--- src/rtl/sprite_raster_datapath.sv ---
`default_nettype none
// ============================================================================
// sprite_raster_datapath: sprite position register plus WIDTH x HEIGHT raster.
// Revision 1.0 - initial release
// ============================================================================
module sprite_raster_datapath #(
  parameter int WIDTH   = 27,
  parameter int HEIGHT  = 48,
  parameter int ADDR_W  = 11,
  parameter int X_INIT  = 0,
  parameter int Y_INIT  = 0,
  parameter int STEP    = 4,
  parameter int AUTO_DY = 0,
  parameter int WRAP_Y  = 0,
  parameter int X_MAX   = 319,
  parameter int Y_MAX   = 239
) (
  input  logic              clock,
  input  logic              resetn,
  input  logic              enable,
  input  logic              move,
  input  logic              left,
  input  logic              right,
  input  logic              up,
  input  logic              down,
  output logic [ADDR_W-1:0] rom_addr,
  input  logic [2:0]        rom_data,
  output logic [8:0]        pos_x,
  output logic [7:0]        pos_y,
  output logic [8:0]        x_final,
  output logic [7:0]        y_final,
  output logic [2:0]        colour,
  output logic              done
);

  localparam int CX_W = (WIDTH  > 1) ? $clog2(WIDTH)  : 1;
  localparam int CY_W = (HEIGHT > 1) ? $clog2(HEIGHT) : 1;

  localparam logic [1:0] S_IDLE  = 2'd0;
  localparam logic [1:0] S_SCAN  = 2'd1;
  localparam logic [1:0] S_FLUSH = 2'd2;
  localparam logic [1:0] S_HOLD  = 2'd3;

  localparam logic [CX_W-1:0] CX_LAST = CX_W'(WIDTH - 1);
  localparam logic [CY_W-1:0] CY_LAST = CY_W'(HEIGHT - 1);

  localparam logic signed [10:0] STEP_S = 11'(STEP);
  localparam logic signed [10:0] AUTO_S = 11'(AUTO_DY);
  localparam logic signed [10:0] X_LIM  = 11'(X_MAX - WIDTH + 1);
  localparam logic signed [10:0] Y_LIM  = 11'(Y_MAX - HEIGHT + 1);

  logic [1:0]        state;
  logic [CX_W-1:0]   cx;
  logic [CY_W-1:0]   cy;
  logic [ADDR_W-1:0] addr;
  logic              pix_valid;
  logic [2:0]        colour_q;
  logic              scan_go;
  logic              last_pix;

  logic signed [10:0] dx, dy, nx, ny;
  logic [8:0]         new_x;
  logic [7:0]         new_y;

  assign scan_go  = (state == S_SCAN) && enable;
  assign last_pix = (cx == CX_LAST) && (cy == CY_LAST);
  assign rom_addr = addr;
  assign done     = (state == S_FLUSH) && enable;
  // ROM data arrives alongside the registered pixel coordinates; hold it after.
  assign colour   = pix_valid ? rom_data : colour_q;

  always_ff @(posedge clock or negedge resetn) begin
    if (!resetn) begin
      state <= S_IDLE;
      cx    <= '0;
      cy    <= '0;
      addr  <= '0;
    end else begin
      case (state)
        S_IDLE: begin
          cx   <= '0;
          cy   <= '0;
          addr <= '0;
          if (enable) state <= S_SCAN;
        end
        S_SCAN: begin
          if (!enable || last_pix) begin
            state <= enable ? S_FLUSH : S_IDLE;
            cx    <= '0;
            cy    <= '0;
            addr  <= '0;
          end else begin
            addr <= addr + 1'b1;
            if (cx == CX_LAST) begin
              cx <= '0;
              cy <= cy + 1'b1;
            end else begin
              cx <= cx + 1'b1;
            end
          end
        end
        S_FLUSH: begin
          cx    <= '0;
          cy    <= '0;
          addr  <= '0;
          state <= enable ? S_HOLD : S_IDLE;
        end
        S_HOLD: begin
          cx   <= '0;
          cy   <= '0;
          addr <= '0;
          if (!enable) state <= S_IDLE;
        end
        default: state <= S_IDLE;
      endcase
    end
  end

  always_ff @(posedge clock or negedge resetn) begin
    if (!resetn) begin
      pix_valid <= 1'b0;
      x_final   <= '0;
      y_final   <= '0;
      colour_q  <= '0;
    end else begin
      pix_valid <= scan_go;
      if (scan_go) begin
        x_final <= pos_x + 9'(cx);
        y_final <= pos_y + 8'(cy);
      end
      if (pix_valid) colour_q <= rom_data;
    end
  end

  always_comb begin
    dx = '0;
    dy = AUTO_S;
    if (right && !left)      dx = STEP_S;
    else if (left && !right) dx = -STEP_S;
    if (down && !up)         dy = AUTO_S + STEP_S;
    else if (up && !down)    dy = AUTO_S - STEP_S;
    nx = $signed({2'b00, pos_x}) + dx;
    ny = $signed({3'b000, pos_y}) + dy;
    if (nx < 0)          new_x = '0;
    else if (nx > X_LIM) new_x = 9'(X_LIM);
    else                 new_x = 9'(nx);
    // Past the bottom limit the sprite either re-enters at the top or sticks.
    if (ny < 0)          new_y = '0;
    else if (ny > Y_LIM) new_y = (WRAP_Y != 0) ? 8'd0 : 8'(Y_LIM);
    else                 new_y = 8'(ny);
  end

  always_ff @(posedge clock or negedge resetn) begin
    if (!resetn) begin
      pos_x <= 9'(X_INIT);
      pos_y <= 8'(Y_INIT);
    end else if (move) begin
      pos_x <= new_x;
      pos_y <= new_y;
    end
  end

endmodule
`default_nettype wire

--- config.mk ---
export PLATFORM = sky130hd
export DESIGN_NAME = sprite_raster_datapath
export DESIGN_NICKNAME = d
export VERILOG_FILES = /design/src/rtl/sprite_raster_datapath.sv
export SDC_FILE = /design/constraint.sdc
export NUM_CORES = 1
export LEC_CHECK = 0
export CORE_UTILIZATION = 46
export DETAILED_ROUTE_END_ITERATION = 12
export PLACE_DENSITY = 0.73
export SLEW_MARGIN = 20
export SYNTH_ARGS = -nofsm -noshare
export SYNTH_HDL_FRONTEND = slang
export SYNTH_SLANG_ARGS = --single-unit
--- constraint.sdc ---
create_clock -name clock -period 2.4 [get_ports clock]
set_clock_uncertainty 0.2 [all_clocks]
set_input_delay 0.48 -clock clock [delete_from_list [all_inputs] [get_ports clock]]
set_output_delay 0.48 -clock clock [all_outputs]
set_load 0.05 [all_outputs]
==> results of run 1 <==
stage by stage:
stage / util [%] / cells / area [um2] / hold WS [ns] / worst slack, ns
floorplan: - / 387 / 3750 / -0.0156 / -0.429
global placement: 62.5 / 584 / 4810 / 0.255 / -1.09
detailed placement: 62.5 / 584 / 4810 / 0.256 / -1.15
CTS: 67.5 / 603 / 5190 / 0.287 / -0.251
global route: 68.4 / 604 / 5260 / 0.302 / -0.251
finish: 68.4 / 604 / 5260 / 0.281 / -0.183
state kept, by name (all words and copies together), names as in the netlist:
signal,cells
rom_addr,11
x_final,9
pos_x,8
y_final,8
cy,6
pos_y,6
cx,5
colour_q,3
state,2
pix_valid,1
power groups by stage:
stage / Combinational (mW) / Sequential (mW) / Clock [mW]
after floorplan: 1.26 / 2.08 / 0
after global placement: 3.07 / 1.42 / 0
after detailed placement: 3.15 / 1.43 / 0
after CTS: 3.28 / 1.43 / 1.04
after global routing: 3.63 / 1.46 / 1.08
final: 3.41 / 1.43 / 1.02
cell families (layout without fill, tap and decap cells):
| group | after synthesis | in the layout | share of synthesized area (%) |
|---|---|---|---|
| simple gates | 131 | 131 | 17.0 |
| buf+inv | 38 | 153 | 4.95 |
| fa+ha+maj | 26 | 26 | 9.14 |
| other cells | 1 | 3 | 0.103 |
| mux | 4 | 4 | 1.20 |
| flops | 59 | 59 | 40.5 |
| xor+xnor | 37 | 37 | 9.10 |
| compound gates | 89 | 89 | 17.9 |
layer usage:
layer / vias to the layer above / global-route usage, % / share of wire (%)
li1: 1579 / - / -
met1: 1533 / 30.2 / 46
met2: 62 / 36.2 / 50
met3: 14 / 3.69 / 3.2
met4: 0 / 7.01 / 1.5
met5: - / 0 / 0
area by class of cell:
cell class                      count  area, um2  share of cell area (%)
Multi-Input combinational cell    290       2220                    42.2
Sequential cell                    59       1480                    28.1
Timing Repair Buffer              119       1110                    21.1
Clock buffer                       11        151                    2.88
Tap cell                          102        128                    2.43
Inverter                           19       98.8                    1.88
Clock inverter                      4       73.8                    1.40
placed cells by master (no fill, tap or decap), drive strengths merged, types with 3 or more instances in the layout:
cell type,Yosys,final
nor3b,4,4
xor2,14,14
nor4,3,3
nor2b,6,6
xnor2,23,23
a21o,8,8
nor2,34,34
buf,13,76
o21ai,30,30
nor3,8,8
clkinv,2,4
dfrtp,59,59
conb,1,3
o2bb2ai,5,5
mux2,3,3
clkdlybuf4s50,0,40
nand2,41,41
inv,17,17
ha,25,25
clkbuf,6,11
nand3,16,16
a21oi,14,14
nand2b,5,5
a2111o,3,3
timing repair:
| action | 4_1_cts | 5_1_grt |
|---|---|---|
| pin swaps | 21 | 9 |
| hold endpoints to repair | 19 | 0 |
| hold buffers | 1 | 0 |
| setup buffers | 4 | 1 |
| resized for setup | 47 | 15 |
| endpoints found under the setup margin | 15 | 16 |
final timing paths:
path	end	cells past startpoint	slack [ns]	from
worst min register to register	x_final[1]	2	0.28	x_final[1]
worst max register to register	pos_y[4]	7	-0.13	pos_y[3]
max in group asynchronous	pos_x[3]	3	0.98	resetn
min in group asynchronous	colour_q[1]	2	0.44	resetn
worst max-delay path	pos_y[4]	12	-0.18	down
worst min-delay path	x_final[1]	2	0.28	x_final[1]
worst max-delay path, stage by stage:
cell      delay, ns
buf_8          0.09
inv_12         0.03
ha_4           0.25
inv_2          0.04
ha_4           0.15
fa_2           0.34
a21o_1         0.17
a21oi_2        0.13
nor2b_1        0.07
o221a_2        0.28
a2111o_1       0.33
o32ai_2        0.26
==> flow_summary_export.csv, run 1 <==
group,metric,value,unit
route,ant_nets,0,
place,hpwl,6430,um
clock_network,numCtsBuffers,9,
grt,antenna_found_initial,0,
hold_path,hold_path.class,"flip-flop to flip-flop",
grt,grt_overflow,0,
grt,grt_first_pass_wirelength,14700,um
final_layout,antenna_cells,0,
yosys,synth_top_area_share,40.5,%
yosys,synth.largest_area_cell,"dfrtp_1",
timing,slew_violations,0,
yosys,synthFlopType,"dfrtp_1",
status,status,"finished with violations",
status,violations,"setup timing",
timing,timing.final.ws_setup,-0.183,ns
route,vias_per_cell,5.28,
yosys,synth_seq_area_share,40.5,%
timing,min_period,2.58,ns
route,vias,3188,
route,routed_wl,8780,um
final_layout,fin_nets,535,
final_layout,area_growth,44.5,%
clock_network,cts_tree,"yes",
grt,grt_use_total,22.2,%
die,dieArea,8280,um2
power,pwr-share-seq,24.4,%
timing,final-hold-violation-count,0,
die,start_util,47.4,%
place,globalplace.congestion,0.882,
die,core_region_area,7690,um2
yosys,async_reset_ff_share,100,%
timing,fin_tns_setup,-1.62,ns
route,routedWlPerCell,14.5,um
critical_path,cp_max_fo,3,
power,total_power,5.86,mW
job,cap_violations,0,
die,die_w,91.0,um
place,io_buffers,56,
yosys,synth_top_cells_by_count,"dfrtp_1, nand2_1, nor2_1, o21ai_0, ha_1",
critical_path,worstPathArrival,2.62,ns
yosys,synth_cell_type_count,64,
die,io_pins,60,
yosys,synth_cells,385,
clock_network,cts-root-buf,"clkbuf_8",
power,p_sw,2.55,mW
timing,rsz0062_at_grt,"true",
clock_network,cts_num_sinks,59,
power,intPower,3.31,mW
critical_path,critPathCaptureType,"flip-flop",
power,power_frac_comb,58.2,%
timing,finalSetupViolations,12,
clock_network,clockBufferDepth,2,
timing,fmax,387,MHz
grt,grt_pass1_vias,3116,
route,dr.pass1.iters,6,
yosys,synth_most_common_cell,"dfrtp_1",
timing,worstMarginPinSlew,0.524,ns
critical_path,cp.required,2.44,ns
timing,slew_headroom,65.0,%
yosys,ys_seq_elements,59,
yosys,synth.area.top_cells,"dfrtp_1, ha_1, xnor2_1",
timing,fin_crit_sh,108,%
power,clockPowerShare,17.4,%
clock_network,htree_levels,3,
power,irDropWorstVdd,0.000713,V
yosys,yosys_warnings,0,
power,p_per_area,1110,nW/um2
critical_path,crit_path_start_kind,"primary input",
yosys,synth_area,3640,um2
clock_network,insertion_delay,0.34,ns
die,die_h,91.0,um
critical_path,crit_type,"primary input to flip-flop",
clock_network,path_clk_slew,0.06,ns
yosys,syn_area_per_cell,9.46,um2
power,p_leak,2.37,nW
yosys,synth_edf_count,0,
die,rows,32,
route,drc,0,
grt,grt_start_max_net_pins,41,
power,p_sw_share,43.5,%
route,drt-initial-drc-count,110,
final_layout,fillers,616,
final_layout,drive_above_1_share,27.9,%
No activity file was read; power rests on OpenSTA's default activity.
==> inputs of run 2 (changes only) <==
Settings changed: CTS_CLUSTER_DIAMETER from default to 100.
==> results of run 2 <==
Same layout as run 1: the final DEF is identical, and so are final timing and power.
==> inputs of run 3 (changes only) <==
Settings changed: REMOVE_ABC_BUFFERS from default to 1.
==> flow_summary_export.csv, run 3 (same netlist as run 1, synthesis figures left out) <==
group,metric,value,unit
status,status,"finished with violations",
status,violations,"setup timing",
die,die_h,91.0,um
route,drt-initial-drc-count,96,
route,routed_wl,8850,um
clock_network,cts_tree,"yes",
grt,antenna_found_initial,0,
timing,min_period,2.63,ns
job,cap_violations,0,
timing,timing.final.ws_setup,-0.225,ns
grt,grt_start_max_net_pins,60,
critical_path,critPathCaptureType,"flip-flop",
clock_network,clockBufferDepth,2,
timing,fmax,381,MHz
place,hpwl,5930,um
route,dr.pass1.iters,4,
timing,slew_headroom,65.3,%
power,irDropWorstVdd,0.000738,V
route,routedWlPerCell,14.8,um
die,rows,32,
clock_network,numCtsBuffers,9,
final_layout,antenna_cells,0,
clock_network,cts-root-buf,"clkbuf_8",
clock_network,path_clk_slew,0.07,ns
timing,finalSetupViolations,10,
final_layout,fin_util,68.8,%
grt,grt_pass1_vias,3178,
clock_network,cts_num_sinks,59,
die,start_util,47.4,%
final_layout,largest_reg_flops,11,
die,dieArea,8280,um2
route,ant_nets,0,
timing,slew_violations,0,
place,dp_slack,-1.13,ns
final_layout,fillers,596,
grt,grt_use_total,21.8,%
grt,grt_overflow,0,
hold_path,hold_path.class,"flip-flop to flip-flop",
power,p_leak,2.39,nW
critical_path,worstPathArrival,2.70,ns
timing,final-hold-violation-count,0,
timing,rsz0062_at_grt,"true",
place,globalplace.congestion,0.843,
die,die_w,91.0,um
timing,worstMarginPinSlew,0.518,ns
final_layout,area_growth,45.2,%
clock_network,insertion_delay,0.35,ns
die,io_pins,60,
clock_network,htree_levels,3,
place,io_buffers,56,
critical_path,cp_slowest_cell,"a2111o_1",
final_layout,final_common_cell,"dfrtp_1",
critical_path,slowest_delay,0.42,ns
final_layout,fin_nets,529,
final_layout,drive_above_1_share,28.2,%
route,vias,3194,
die,core_region_area,7690,um2
final_layout,final_cell_mix,"dfrtp_1, buf_4, nand2_1",
timing,whs,0.276,ns
critical_path,crit_path_cell_trace,"buf_6, inv_4, ha_4, inv_2, ha_4, fa_2, a21o_1, a21oi_2, nor2b_1, o221a_2, a2111o_1, buf_6, o2bb2ai_2",
route,vias_per_cell,5.33,
critical_path,r2r_setup_slack,-0.17,ns
power,p_per_area,1130,nW/um2
grt,grt_first_pass_wirelength,14400,um
critical_path,cp.required,2.47,ns
timing,fin_crit_sh,109,%
critical_path,crit_type,"primary input to flip-flop",
critical_path,cp_max_fo,3,
route,drc,0,
critical_path,crit_path_start_kind,"primary input",
[run 3: changes by cell type in the layout (fill, tap and decap cells not counted), sizes merged]
cell / previous run / this run
buf: 76 / 70
clkdlybuf4s50: 40 / 39
dlymetal6s2s: 1 / 3
clkinv: 4 / 2
dlygate4sd2: 1 / 0
clkinvlp: 0 / 1
clkbuf: 11 / 13
[run 3: path summary, 6_finish.rpt]
check	startpoint	end	cells after the start
setup reg to reg	pos_y[3]	pos_y[2]	8
hold / removal	y_final[7]	y_final[7]	2
hold reg to reg	y_final[7]	y_final[7]	2
setup / recovery	down	pos_y[2]	13
min in group asynchronous	resetn	rom_addr[10]	3
max in group asynchronous	resetn	pos_x[6]	3
[run 3: through the flow]
| step | instance area [um2] | setup TNS (ns) | power, mW | std cells |
|---|---|---|---|---|
| after floorplan | 3540 | -5.41 | 3.22 | 368 |
| after global placement | 4640 | -12.25 | 4.30 | 574 |
| after detailed placement | 4640 | -12.89 | 4.36 | 574 |
| after CTS | 5100 | -0.909 | 5.69 | 598 |
| after global routing | 5290 | -2.16 | 6.30 | 599 |
| final | 5290 | -1.38 | 5.98 | 599 |
[run 3: per-layer routing]
layer,vias up,track usage [%],part of all wire [%]
met5,-,0,0
met4,0,9.79,2.4
met3,19,3.69,3.3
met2,67,38.4,51
met1,1539,26.0,44
li1,1569,-,-
[run 3: what timing repair did]
item / in CTS / in global routing
pin swaps: 20 / 21
hold buffers: 1 / 0
setup endpoints to repair: 14 / 17
buffers inserted: 7 / 2
endpoints found under the hold margin: 59 / 0
resized for setup: 49 / 41
[run 3: layout make-up]
type                       instances  area (um2)  area share [%]
clock inverter                     3        67.6            1.28
timing repair buffer             113        1080            20.4
clock buffer                      13         179            3.38
inverter                          19        81.3            1.54
tap                              102         128            2.41
sequential                        59        1480            28.0
multi-input combinational        290        2270            43.0
[run 3: power by group]
group | leakage (nW) | switching (mW) | total [mW] | internal (mW)
clock network | 0.122 | 0.407 | 1.10 | 0.698
logic | 1.49 | 1.94 | 3.40 | 1.47
registers | 0.776 | 0.260 | 1.47 | 1.21
total | 2.39 | 2.60 | 5.98 | 3.38
[run 3: worst max-delay path: cells and delay by family]
family | cells | cell delay (ns)
AND/OR/NAND/NOR | 1 | 0.07
AO/OA/AOI/OAI | 5 | 1.12
adder cells (fa/ha/maj) | 3 | 0.73
buffers and inverters | 4 | 0.29
